**src/rtl/bmc_array.sv**
```systemverilog
// Branch-metric unit for the Viterbi decoder.
// For each received symbol of N soft/hard code bits it computes the metric of
// every one of the 2**N candidate codewords in a 2-stage valid/ready pipeline:
// stage 1 turns each code bit into a pair of distances (to '0' and to '1'),
// stage 2 sums them per codeword, finds the minimum and optionally normalises.
module bmc_array #(
    parameter int N      = 2,
    parameter int SOFT_W = 3,
    parameter int NORM   = 1,
    localparam int NC    = 2**N,
    localparam int SMAX  = 2**SOFT_W - 1,
    localparam int MW    = $clog2(N*SMAX + 1)
) (
    input  logic                   clk,
    input  logic                   rst_n,
    input  logic                   in_valid,
    output logic                   in_ready,
    input  logic [N*SOFT_W-1:0]    rx_sym,
    input  logic [N-1:0]           erase,
    input  logic                   mode,
    output logic                   out_valid,
    input  logic                   out_ready,
    output logic [NC*MW-1:0]       bm,
    output logic [N-1:0]           bm_min_idx
);

    // Pipeline advance conditions: a stage may load when it is empty or when
    // its current content is leaving in this same cycle.
    logic adv1;
    logic adv2;

    logic                s1_valid_reg;
    logic [SOFT_W-1:0]   d0_reg [N];
    logic [SOFT_W-1:0]   d1_reg [N];
    logic [SOFT_W-1:0]   d0_next [N];
    logic [SOFT_W-1:0]   d1_next [N];

    logic                out_valid_reg;
    logic [NC*MW-1:0]    bm_reg;
    logic [N-1:0]        idx_reg;

    logic [MW-1:0]       m_comb [NC];
    logic [MW-1:0]       min_comb;
    logic [N-1:0]        idx_comb;
    logic [NC*MW-1:0]    bm_next;

    assign adv2     = !out_valid_reg || out_ready;
    assign adv1     = !s1_valid_reg || adv2;
    assign in_ready = adv1 && rst_n;

    // Per-bit distances. Soft: distance to '0' is the value itself, distance
    // to '1' is its complement to SMAX. Hard: the MSB is the decision and the
    // distance is 0/1. A punctured bit carries no information either way.
    generate
        for (genvar gi = 0; gi < N; gi++) begin : g_dist
            logic [SOFT_W-1:0] r;
            assign r = rx_sym[gi*SOFT_W +: SOFT_W];
            assign d0_next[gi] = erase[gi] ? '0 :
                                 (mode ? r : SOFT_W'(r[SOFT_W-1]));
            assign d1_next[gi] = erase[gi] ? '0 :
                                 (mode ? (SOFT_W'(SMAX) - r) : SOFT_W'(!r[SOFT_W-1]));
        end
    endgenerate

    // Stage 1 register: capture distances on every input transfer.
    always_ff @(posedge clk) begin
        if (!rst_n) begin
            s1_valid_reg <= 1'b0;
            for (int i = 0; i < N; i++) begin
                d0_reg[i] <= '0;
                d1_reg[i] <= '0;
            end
        end else if (adv1) begin
            s1_valid_reg <= in_valid;
            if (in_valid) begin
                for (int i = 0; i < N; i++) begin
                    d0_reg[i] <= d0_next[i];
                    d1_reg[i] <= d1_next[i];
                end
            end
        end
    end

    // Codeword metrics: bit i of codeword c selects which distance of bit i counts.
    always_comb begin
        for (int c = 0; c < NC; c++) begin
            m_comb[c] = '0;
            for (int i = 0; i < N; i++) begin
                if (((c >> i) & 1) != 0)
                    m_comb[c] = m_comb[c] + MW'(d1_reg[i]);
                else
                    m_comb[c] = m_comb[c] + MW'(d0_reg[i]);
            end
        end
    end

    // Minimum search; strict compare keeps the lowest index on ties.
    always_comb begin
        min_comb = m_comb[0];
        idx_comb = '0;
        for (int c = 1; c < NC; c++) begin
            if (m_comb[c] < min_comb) begin
                min_comb = m_comb[c];
                idx_comb = N'(c);
            end
        end
    end

    generate
        for (genvar gi = 0; gi < NC; gi++) begin : g_norm
            if (NORM != 0) begin : g_sub
                assign bm_next[gi*MW +: MW] = m_comb[gi] - min_comb;
            end else begin : g_raw
                assign bm_next[gi*MW +: MW] = m_comb[gi];
            end
        end
    endgenerate

    // Stage 2 register: outputs hold steady while stalled downstream.
    always_ff @(posedge clk) begin
        if (!rst_n) begin
            out_valid_reg <= 1'b0;
            bm_reg        <= '0;
            idx_reg       <= '0;
        end else if (adv2) begin
            out_valid_reg <= s1_valid_reg;
            if (s1_valid_reg) begin
                bm_reg  <= bm_next;
                idx_reg <= idx_comb;
            end
        end
    end

    assign out_valid  = out_valid_reg;
    assign bm         = bm_reg;
    assign bm_min_idx = idx_reg;

endmodule

```
**config.mk**
```make
export PLATFORM = sky130hd
export DESIGN_NAME = bmc_array
export DESIGN_NICKNAME = d
export VERILOG_FILES = /design/src/rtl/bmc_array.sv
export SDC_FILE = /design/constraint.sdc
export NUM_CORES = 1
export LEC_CHECK = 0
export ABC_AREA = 1
export BUFFER_PORTS_ARGS = -buffer_cell sky130_fd_sc_hd__clkbuf_2
export CORE_ASPECT_RATIO = 0.8
export CORE_MARGIN = 2
export CORE_UTILIZATION = 51
export CTS_BUF_LIST = sky130_fd_sc_hd__clkbuf_2 sky130_fd_sc_hd__clkbuf_4 sky130_fd_sc_hd__clkbuf_8
export DETAILED_ROUTE_END_ITERATION = 10
export PLACE_DENSITY = 0.72
export SLEW_MARGIN = 10
export SYNTH_ARGS = -nofsm -noshare
export SYNTH_HDL_FRONTEND = slang
export SYNTH_SLANG_ARGS = --single-unit
```
**constraint.sdc**
```tcl
create_clock -name clk -period 5.42 [get_ports clk]
set_input_delay 1.084 -clock clk [delete_from_list [all_inputs] [get_ports clk]]
set_output_delay 1.084 -clock clk [all_outputs]
set_load 0.05 [all_outputs]
```
== Word level (Yosys, flattened, before mapping) ==
Memories as Yosys holds them, arrays and structs flattened.
Cells that the tools add are included.
Widths: inputs -> output; s select.

* $add $sub $neg: 10
* $lt $le $gt $ge: 3
* Muxes and demuxes: 23
* Bitwise operators: 4
* Reduce and logical (&&, ||, !) cells: 8

{| class="wikitable"
|+ Operators with widths
! kind !! count
|-
| $mux 3 || 12
|-
| $add 3x3->4 || 4
|-
| $sub 4x4->4 || 4
|-
| $lt 4x4->1 || 3
|-
| $mux 4 || 3
|-
| $mux 1 || 6
|-
| $sub 3x3->3 const A || 2
|-
| $logic_not 1->1 || 4
|-
| $mux 2 || 2
|-
| $or 1x1->1 || 4
|-
| $logic_or 1x1->1 || 2
|-
| $reduce_and 2->1 || 1
|-
| $logic_and 1x1->1 || 1
|}

* Flip-flop bits (word level): 20
* Memory bits (writable): 12
* Input port bits: 13
* Output and inout bits: 20
* Word-level logic and storage cells: 54
* Memories: 2

{| class="wikitable"
|+ Memory list
! memory !! depth !! bits a word !! rd ports !! clocked after memory_dff !! write ports !! line !! RTL
|-
| d0_reg || 2 || 3 || 2 || 0 || 2 || 33 || <nowiki>logic [SOFT_W-1:0] d0_reg [N];</nowiki>
|-
| d1_reg || 2 || 3 || 2 || 0 || 2 || 34 || <nowiki>logic [SOFT_W-1:0] d1_reg [N];</nowiki>
|}

== Logic depth before layout (Yosys ltp) ==
Gate-level depths: netlist of the first run.
An unclocked memory read counts as a cell.

* Depth after elaboration: 9
* Gate-level depth with buffers: 41

== Least setup slack after synthesis of the first run ==
No wires, ideal clock.

* Path type: register to register
* Start point: memory d0_reg[0][1]
* End point: register bm_reg[6], in the netlist bm[6]
* Setup time: 109 ps
* Arrival: 4632 ps
* Setup slack: 680 ps
* Cell stages (with the launch flop): 36
* Path buffers: 0
* Period minus slack after synthesis: 4740 ps
* Cells stage by stage: edfxtp_1 > ha_1 > xnor2_1 > ha_1 > a21oi_1 > nand2_2 > nand2_2 > nand2_4 > o21ai_0 > ha_1 > inv_1 > nor2_1 > nand2_1 > inv_2 > nand2_4 > nand2_4 > nand2_1 > o21a_1 > inv_1 > ha_1 > inv_1 > nor2_1 > nand2_1 > inv_2 > nand2_4 > nand2_4 > inv_2 > o21ai_0 > ha_1 > inv_1 > ha_1 > or2_1 > xor2_1 > nand2_1 > nand2_1 > inv_1

{| class="wikitable"
|+ RTL lines
! element !! line !! RTL
|-
| from (decl) || 33 ||
|-
| to (signal assigned) || 128 || <nowiki>bm_reg <= bm_next;</nowiki>
|-
| to (decl) || 39 || <nowiki>logic [NC*MW-1:0] bm_reg;</nowiki>
|}

==> impl_metrics.toml, run 1 <==
[yosys]
synth-warning-count = 0
syn_nets = 400
synthTopCellsByArea = "ha_1 (16%), dfxtp_1 (16%), edfxtp_1 (14%)"
synthDominantCellAreaShare_pct = 16.3
synthCells = 352
synth_cell_types = 27
yosys.area.top_type = "ha_1"
synthArstFlopShare_pct = 0
netlist_area_um2 = 2530
ys_seq_area_share_pct = 30.1
synthTopCellsByCount = "nand2_1 (66), inv_1 (56), nor2_1 (43)"
synth_edf_count = 12
avgSynthCellArea_um2 = 7.19
yosysMostFrequentCell = "nand2_1"
ys_ff_latch = 32
synthFlopType = "dfxtp_1"

[placement]
portBuffers = 32
dp_hpwl_um = 4520
place_area_um2 = 2760
gp_congestion = 0.901

[sta]
drv_slew = 0
relSlewSlack_pct = 44.8
setup_viol = 0
max_slew.worst_pin.slew_ps = 827
finalClockSkew_ps = 10.6
max_freq_mhz = 198
post-route-period-util_pct = 93.4
hold_slack_ps = 482
hold_viol = 0
period_minus_slack_ps = 5060

[die]
start_util_pct = 54.1
die_h_um = 67.0
die_x_um = 82.7
rows = 22
ios = 33
core_um2 = 4680
die_area_um2 = 5540

[drt]
wl_um = 5620
wl_met3_um = 321
drc = 0
num_vias = 2216
topRoutingLayerUsed = "met4"
dr.pass1.iters = 4
ant_nets = 0
viasPerCell = 4.92
drt_iter0_drc = 158
wl_met1_um = 2890
wire_per_inst_um = 12.5
met2WireLength_um = 2370

[worst_setup_path]
worst_ep_required_time_ps = 5610
r2r_slack_ps = 360
r2r-end = "bm[6]$_SDFFE_PN0P_"
slowest_delay_ps = 460
worstSetupStartpoint = "d1_reg[0][1]$_SDFFCE_PP0P_"
cp_max_fo = 8
critPathArrivalTime_ps = 5250
crit_end = "bm[6]$_SDFFE_PN0P_"
end_kind = "register"
r2r-start = "d1_reg[0][1]$_SDFFCE_PP0P_"
crit_path_start_kind = "register"
critical_path_class = "reg2reg"
cpMaxStageDelayCell = "edfxtp_1"
r2r_cells = 35

[pwr]
p_comb_share_pct = 58.0
p_leak_nw = 1.62
sw_frac_of_total_pct = 47.0
power.share.clock_pct = 19.0
intPower_mw = 0.669
sequentialPowerShare_pct = 23.0
power_switching_mw = 0.594
max-vdd-ir-drop_mv = 0.279
p_per_area_nw_per_um2 = 435

[clocking]
cts-root-buf = "clkbuf_8"
cts_buffer_depth = 2
clock_sinks = 32
clk_pin_slew_ps = 80
clk_latency_ps = 290
numCtsBuffers = 5
cts_tree = "yes"
postCtsHoldBufs = 0
ctsHtreeMaxLevel = 2

[layout]
diodes = 0
largest_reg_flops = 16
drive_above_1_share_pct = 21.3
finalNetCount = 437
area_growth_pct = 14.8
utilization_pct = 62.1
final_area_um2 = 2910
n_fill_cell = 435

[grt]
track_usage_pct = 23.4
grt_pass1_wl_um = 9600
grt_pass1_vias = 2032
grt_overflow = 0
antenna_found_initial = 0
grt_max_degree = 31

[flow_run]
cap_violations = 0

[hold_path]
min_path_type = "reg2reg"

[run_status]
outcome = "complete, no violations"
## per-layer routing
| metal | vias up | track usage, % |
|---|---|---|
| met5 | - | 0 |
| met4 | 0 | 4.51 |
| met3 | 4 | 6.10 |
| met2 | 50 | 34.7 |
| met1 | 983 | 34.1 |
| li1 | 1179 | - |
## per-stage QoR
stage / setup TNS (ps) / power, mW / std cells / setup WS (ps)
after floorplan: 0 / 0.862 / 352 / 680
after global placement: 0 / 1.00 / 441 / 323
after detailed placement: 0 / 1.01 / 441 / 306
after CTS: 0 / 1.25 / 449 / 260
after global routing: -7.66 / 1.38 / 450 / -7.66
final: 0 / 1.26 / 450 / 358
## logic make-up (layout without fill, tap and decap cells)
kind of cell | count (synthesis) | after routing | share of synthesized area [%]
AND/OR/NAND/NOR | 164 | 164 | 29.6
AO/OA/AOI/OAI | 39 | 39 | 8.06
buffers and inverters | 71 | 109 | 10.6
XOR/XNOR | 11 | 11 | 3.81
flip-flops | 32 | 32 | 30.1
adder cells (fa/ha/maj) | 35 | 35 | 17.9
## critical path: cells and delay by family (launching register included)
kind,cells,cell delay (ps)
AOI/OAI and AO/OA,4,790
xor gates and xnor gates,2,450
adders and majority gates,6,1590
buffers and inverters,8,410
DFF,1,460
and+or+nand+nor,15,1240
## how the worst min path moves through the flow
stage / startpoint / end / cells after the start / slack (ps)
6_report: bm_min_idx[0]$_SDFFE_PN0P_ / bm_min_idx[0]$_SDFFE_PN0P_ / 2 / 480
5_1_grt: bm[13]$_SDFFE_PN0P_ / bm[13]$_SDFFE_PN0P_ / 2 / 520
4_1_cts: bm_min_idx[0]$_SDFFE_PN0P_ / bm_min_idx[0]$_SDFFE_PN0P_ / 2 / 490
3_5_place_dp: bm_min_idx[0]$_SDFFE_PN0P_ / bm_min_idx[0]$_SDFFE_PN0P_ / 2 / 470
3_3_place_gp: bm_min_idx[0]$_SDFFE_PN0P_ / bm_min_idx[0]$_SDFFE_PN0P_ / 2 / 460
2_1_floorplan: s1_valid_reg$_SDFFE_PN0N_ / s1_valid_reg$_SDFFE_PN0N_ / 2 / 510
## power by group through the flow
| stage | sequential [mW] | combinational [mW] | clock (mW) |
|---|---|---|---|
| finish | 0.291 | 0.732 | 0.240 |
| global route | 0.294 | 0.838 | 0.251 |
| CTS | 0.290 | 0.722 | 0.241 |
| detailed placement | 0.296 | 0.715 | 0 |
| global placement | 0.295 | 0.708 | 0 |
| floorplan | 0.361 | 0.501 | 0 |
## repair_timing
action,in CTS,in global routing
buffers inserted,0,1
endpoints found under the setup margin,0,11
gates resized for setup,0,6
## cell type report
class	count	area, um^2	share of cell area [%]
inverter	67	251	8.66
clock inverter	2	35.0	1.21
sequential	32	761	26.2
timing repair buffer	34	175	6.03
clock buffer	6	76.3	2.63
multi-input combinational	249	1530	52.7
tap	60	75.1	2.58
## cell usage in the layout (no fill, tap or decap), types with 2 or more instances in the layout
master and instances:
a21oi_2 2, nand3_1 27, clkbuf_8 5, edfxtp_1 12, nor2_1 43, ha_1 31, nand2_2 19, inv_2 10
o21ai_0 15, nand2_4 5, a21oi_1 15, o21ai_1 3, xor2_1 6, nand2_1 66, buf_4 2, clkbuf_2 32
fa_1 2, dfxtp_1 20, inv_1 56, xnor2_1 4
No activity file was read; power rests on OpenSTA's default activity.
==> run 2, diff against run 1 <==
- CORE_UTILIZATION: 51 -> 58
- PLACE_DENSITY: 0.72 -> 0.8
==> impl_metrics.toml, run 2 (same netlist as run 1, synthesis figures left out) <==
[run_status]
outcome = "complete, no violations"

[drt]
viasPerCell = 5.01
num_vias = 2246
dr.pass1.iters = 5
wl_um = 5420
ant_nets = 0
drc = 0
wire_per_inst_um = 12.1
drt_iter0_drc = 116

[grt]
grt_overflow = 0
grtUsageMet2_pct = 37.6
track_usage_pct = 24.4
globalRouteMet1Util_pct = 34.5
antenna_found_initial = 0
grt_use_met3_pct = 4.30
grt_max_degree = 31
grt_pass1_vias = 2091
grt_pass1_wl_um = 9370
top_usage_layer = "met2"

[worst_setup_path]
crit_family = "adder cells"
slowest_delay_ps = 410
cp_common_cell = "ha_1"
crit_path_start_kind = "register"
cp.depth = 33
r2r_slack_ps = 400
end_kind = "register"
critPathArrivalTime_ps = 5210
critical_path_class = "reg2reg"
r2r_cells = 33
cpMaxStageDelayCell = "edfxtp_1"
cp_max_fo = 8
worst_ep_required_time_ps = 5610
worstSetupStartpoint = "d0_reg[0][1]$_SDFFCE_PP0P_"
path_buf_inv = 7
r2r-start = "d0_reg[0][1]$_SDFFCE_PP0P_"

[layout]
final_common_cell = "nand2_1"
n_fill_cell = 354
finalNetCount = 438
area_growth_pct = 14.8
diodes = 0
largest_reg_flops = 16
drive_above_1_share_pct = 21.0
final_cell_mix = "nand2_1 (66), inv_1 (56), nor2_1 (43), ha_1 (33), clkbuf_2 (32)"

[clocking]
cts-root-buf = "clkbuf_8"
numCtsBuffers = 5
ctsHtreeMaxLevel = 2
clk_latency_ps = 290
clock_sinks = 32
cts_tree = "yes"
cts_buffer_depth = 2
clk_pin_slew_ps = 70

[sta]
hold_viol = 0
post-route-period-util_pct = 92.6
max_freq_mhz = 199
finalClockSkew_ps = 6.50
setup_viol = 0
drv_slew = 0
max_slew.worst_pin.slew_ps = 809
hold_slack_ps = 484
setup_tns_ps = 0
relSlewSlack_pct = 46.0
period_minus_slack_ps = 5020

[pwr]
p_per_area_nw_per_um2 = 430
p_leak_nw = 1.63
max-vdd-ir-drop_mv = 0.289

[die]
die_area_um2 = 4910
core_um2 = 4180
start_util_pct = 60.6
die_h_um = 63.1
rows = 21
die_x_um = 77.8
ios = 33

[hold_path]
worstHoldStart = "bm[9]$_SDFFE_PN0P_"
hold_depth = 2
min_path_type = "reg2reg"

[flow_run]
cap_violations = 0

[placement]
gp_congestion = 1.00
portBuffers = 32
dp_hpwl_um = 4360
run 2: changes by cell type in the layout (fill, tap and decap cells not counted), sizes merged:
cell	change
buf	+1
run 2: stage by stage:
step | area, um^2 | total power [mW] | std cells | util, % | worst slack [ps]
after global placement | 2750 | 0.998 | 438 | 65.9 | 370
after detailed placement | 2750 | 1.01 | 438 | 65.9 | 300
final | 2910 | 1.25 | 448 | 69.5 | 399
after floorplan | 2530 | 0.862 | 352 | - | 680
after CTS | 2860 | 1.25 | 446 | 68.6 | 264
after global routing | 2910 | 1.37 | 448 | 69.5 | -1.69
run 2: what timing repair did:
item	4_1_cts	5_1_grt
hold buffers	0	0
setup endpoints to repair	0	6
gates resized for setup	0	4
setup buffers	0	2
run 2: layout make-up:
cell class                 count  area (um^2)  area share (%)
clock buffer                   6         76.3            2.63
tap                           57         71.3            2.45
multi-input combinational    249         1530            52.6
clock inverter                 2         35.0            1.21
sequential                    32          761            26.2
timing repair buffer          35          183            6.29
inverter                      67          251            8.66
run 2: final timing paths:
kind | to
hold reg to reg | bm[9]$_SDFFE_PN0P_
setup reg to reg | bm[6]$_SDFFE_PN0P_
hold / removal | bm[9]$_SDFFE_PN0P_
setup / recovery | bm[6]$_SDFFE_PN0P_
run 2: worst min-delay path, cell delays in order, from the launching register on:
cell and delay (ps):
dfxtp_1 330, nor2_1 50, nor2_1 80
run 2: layer usage:
metal	vias up	share of wire [%]
li1	1176	-
met1	1006	50
met2	57	43
met3	7	5.2
met4	0	1.4
met5	-	0
run 2: where the power goes:
group | internal, mW | switching, mW
Sequential | 0.275 | 0.0141
Clock | 0.141 | 0.0929
Combinational | 0.248 | 0.479
==> run 3, diff against run 2 <==
- CORE_ASPECT_RATIO: 0.8 -> unset
==> impl_metrics.toml, run 3 (same netlist as run 1, synthesis figures left out) <==
[run_status]
outcome = "complete, no violations"

[sta]
period_minus_slack_ps = 5030
max_slew.worst_pin.slew_ps = 826
post-route-period-util_pct = 92.8
finalClockSkew_ps = 3.96
hold_slack_ps = 468
timing.final.ws_setup_ps = 389
relSlewSlack_pct = 44.9
hold_viol = 0
max_freq_mhz = 199
setup_viol = 0
drv_slew = 0

[drt]
num_vias = 2260
wl_um = 5360
viasPerCell = 5.12
drt_iter0_drc = 121
dr.pass1.iters = 5
ant_nets = 0
drc = 0
wire_per_inst_um = 12.1

[clocking]
clk_latency_ps = 290
post_cts_buffers = 0
postCtsHoldBufs = 0
cts_buffer_depth = 2
ctsHtreeMaxLevel = 2
ctsResizeCount = 0
cts_tree = "yes"
numCtsBuffers = 5
cts-root-buf = "clkbuf_8"
clock_sinks = 32
clk_pin_slew_ps = 70

[die]
die_x_um = 70.0
core_um2 = 4260
rows = 24
die_h_um = 70.0
ios = 33
die_area_um2 = 4910
start_util_pct = 59.3

[worst_setup_path]
cp_common_cell = "ha_1"
slowest_delay_ps = 440
critPathArrivalTime_ps = 5220
worst_ep_required_time_ps = 5610
cpMaxStageDelayCell = "edfxtp_1"
critical_path_class = "reg2reg"
r2r_cells = 35
cp_max_fo = 8
r2r_slack_ps = 390
end_kind = "register"
crit_path_start_kind = "register"

[grt]
track_usage_pct = 23.8
antenna_found_initial = 0
grt_overflow = 0
grt_pass1_wl_um = 9350
grt_pass1_vias = 2210
grt_max_degree = 31

[layout]
diodes = 0
final_cell_mix = "nand2_1 (66), inv_1 (56), nor2_1 (43), ha_1 (33), clkbuf_2 (32)"
finalNetCount = 436
largest_reg_flops = 16
drive_above_1_share_pct = 21.1
n_fill_cell = 364
final_area_um2 = 2910
instances_no_fill = 441
area_growth_pct = 14.9
final_common_cell = "nand2_1"

[flow_run]
cap_violations = 0

[hold_path]
hold_depth = 2
min_path_type = "reg2reg"

[pwr]
p_per_area_nw_per_um2 = 442
power.share.clock_pct = 19.8
power_switching_mw = 0.593
p_comb_share_pct = 57.6
total_power_mw = 1.28
intPower_mw = 0.691
max-vdd-ir-drop_mv = 0.231
sw_frac_of_total_pct = 46.2
sequentialPowerShare_pct = 22.6
p_leak_nw = 1.62

[placement]
gp_congestion = 0.947
dp.cells = 433
place_area_um2 = 2750
dp_hpwl_um = 4280
dp_slack_ps = 271
portBuffers = 32
-- run 3: cell count changes in the layout (fill, tap and decap cells not counted) --
| cell | before | now |
|---|---|---|
| a21oi_1 | 16 | 14 |
| a21oi_2 | 0 | 2 |
| buf_4 | 3 | 1 |
| clkbuf_4 | 1 | 0 |
| clkbuf_8 | 5 | 7 |
| clkinv_2 | 1 | 0 |
| o21ai_0 | 16 | 15 |
| o21ai_1 | 2 | 3 |
-- run 3: area by class of cell --
type | count | area [um^2] | area share, %
multi-input cells | 249 | 1540 | 52.8
clock buffers | 7 | 96.3 | 3.31
inverters | 67 | 251 | 8.65
well taps | 52 | 65.1 | 2.24
flip-flops and latches | 32 | 761 | 26.2
repair buffers | 33 | 168 | 5.77
clock inverters | 1 | 30.0 | 1.03
-- run 3: final timing paths --
path | startpoint | end
worst max-delay path | d0_reg[0][1]$_SDFFCE_PP0P_ | bm[6]$_SDFFE_PN0P_
worst min-delay path | bm_min_idx[0]$_SDFFE_PN0P_ | bm_min_idx[0]$_SDFFE_PN0P_
worst max register to register | d0_reg[0][1]$_SDFFCE_PP0P_ | bm[6]$_SDFFE_PN0P_
worst min register to register | bm_min_idx[0]$_SDFFE_PN0P_ | bm_min_idx[0]$_SDFFE_PN0P_
-- run 3: power groups by stage --
stage / logic, mW / clock network [mW] / registers, mW
3_3_place_gp: 0.705 / 0 / 0.294
6_report: 0.740 / 0.254 / 0.290
2_1_floorplan: 0.501 / 0 / 0.361
3_5_place_dp: 0.723 / 0 / 0.295
4_1_cts: 0.727 / 0.258 / 0.290
5_1_grt: 0.844 / 0.267 / 0.293
-- run 3: worst max-delay path: cells and delay by family, from the launching register on --
kind	cells	cell delay, ps
compound gates	4	720
fa+ha+maj	6	1610
buf+inv	8	400
xor+xnor	2	440
flops	1	440
simple gates	15	1270
-- run 3: routing by layer --
| layer | share of wire [%] | up-vias | track usage, % |
|---|---|---|---|
| li1 | - | 1176 | - |
| met1 | 43 | 1012 | 28.4 |
| met2 | 50 | 60 | 43.0 |
| met3 | 4.3 | 12 | 4.76 |
| met4 | 2.5 | 0 | 7.05 |
| met5 | 0 | - | 0 |
-- run 3: per-stage QoR --
| step | TNS, ps | util, % |
|---|---|---|
| floorplan | 0 | - |
| global placement | 0 | 64.4 |
| detailed placement | 0 | 64.4 |
| CTS | 0 | 67.4 |
| global route | -4.50 | 68.2 |
| finish | 0 | 68.2 |
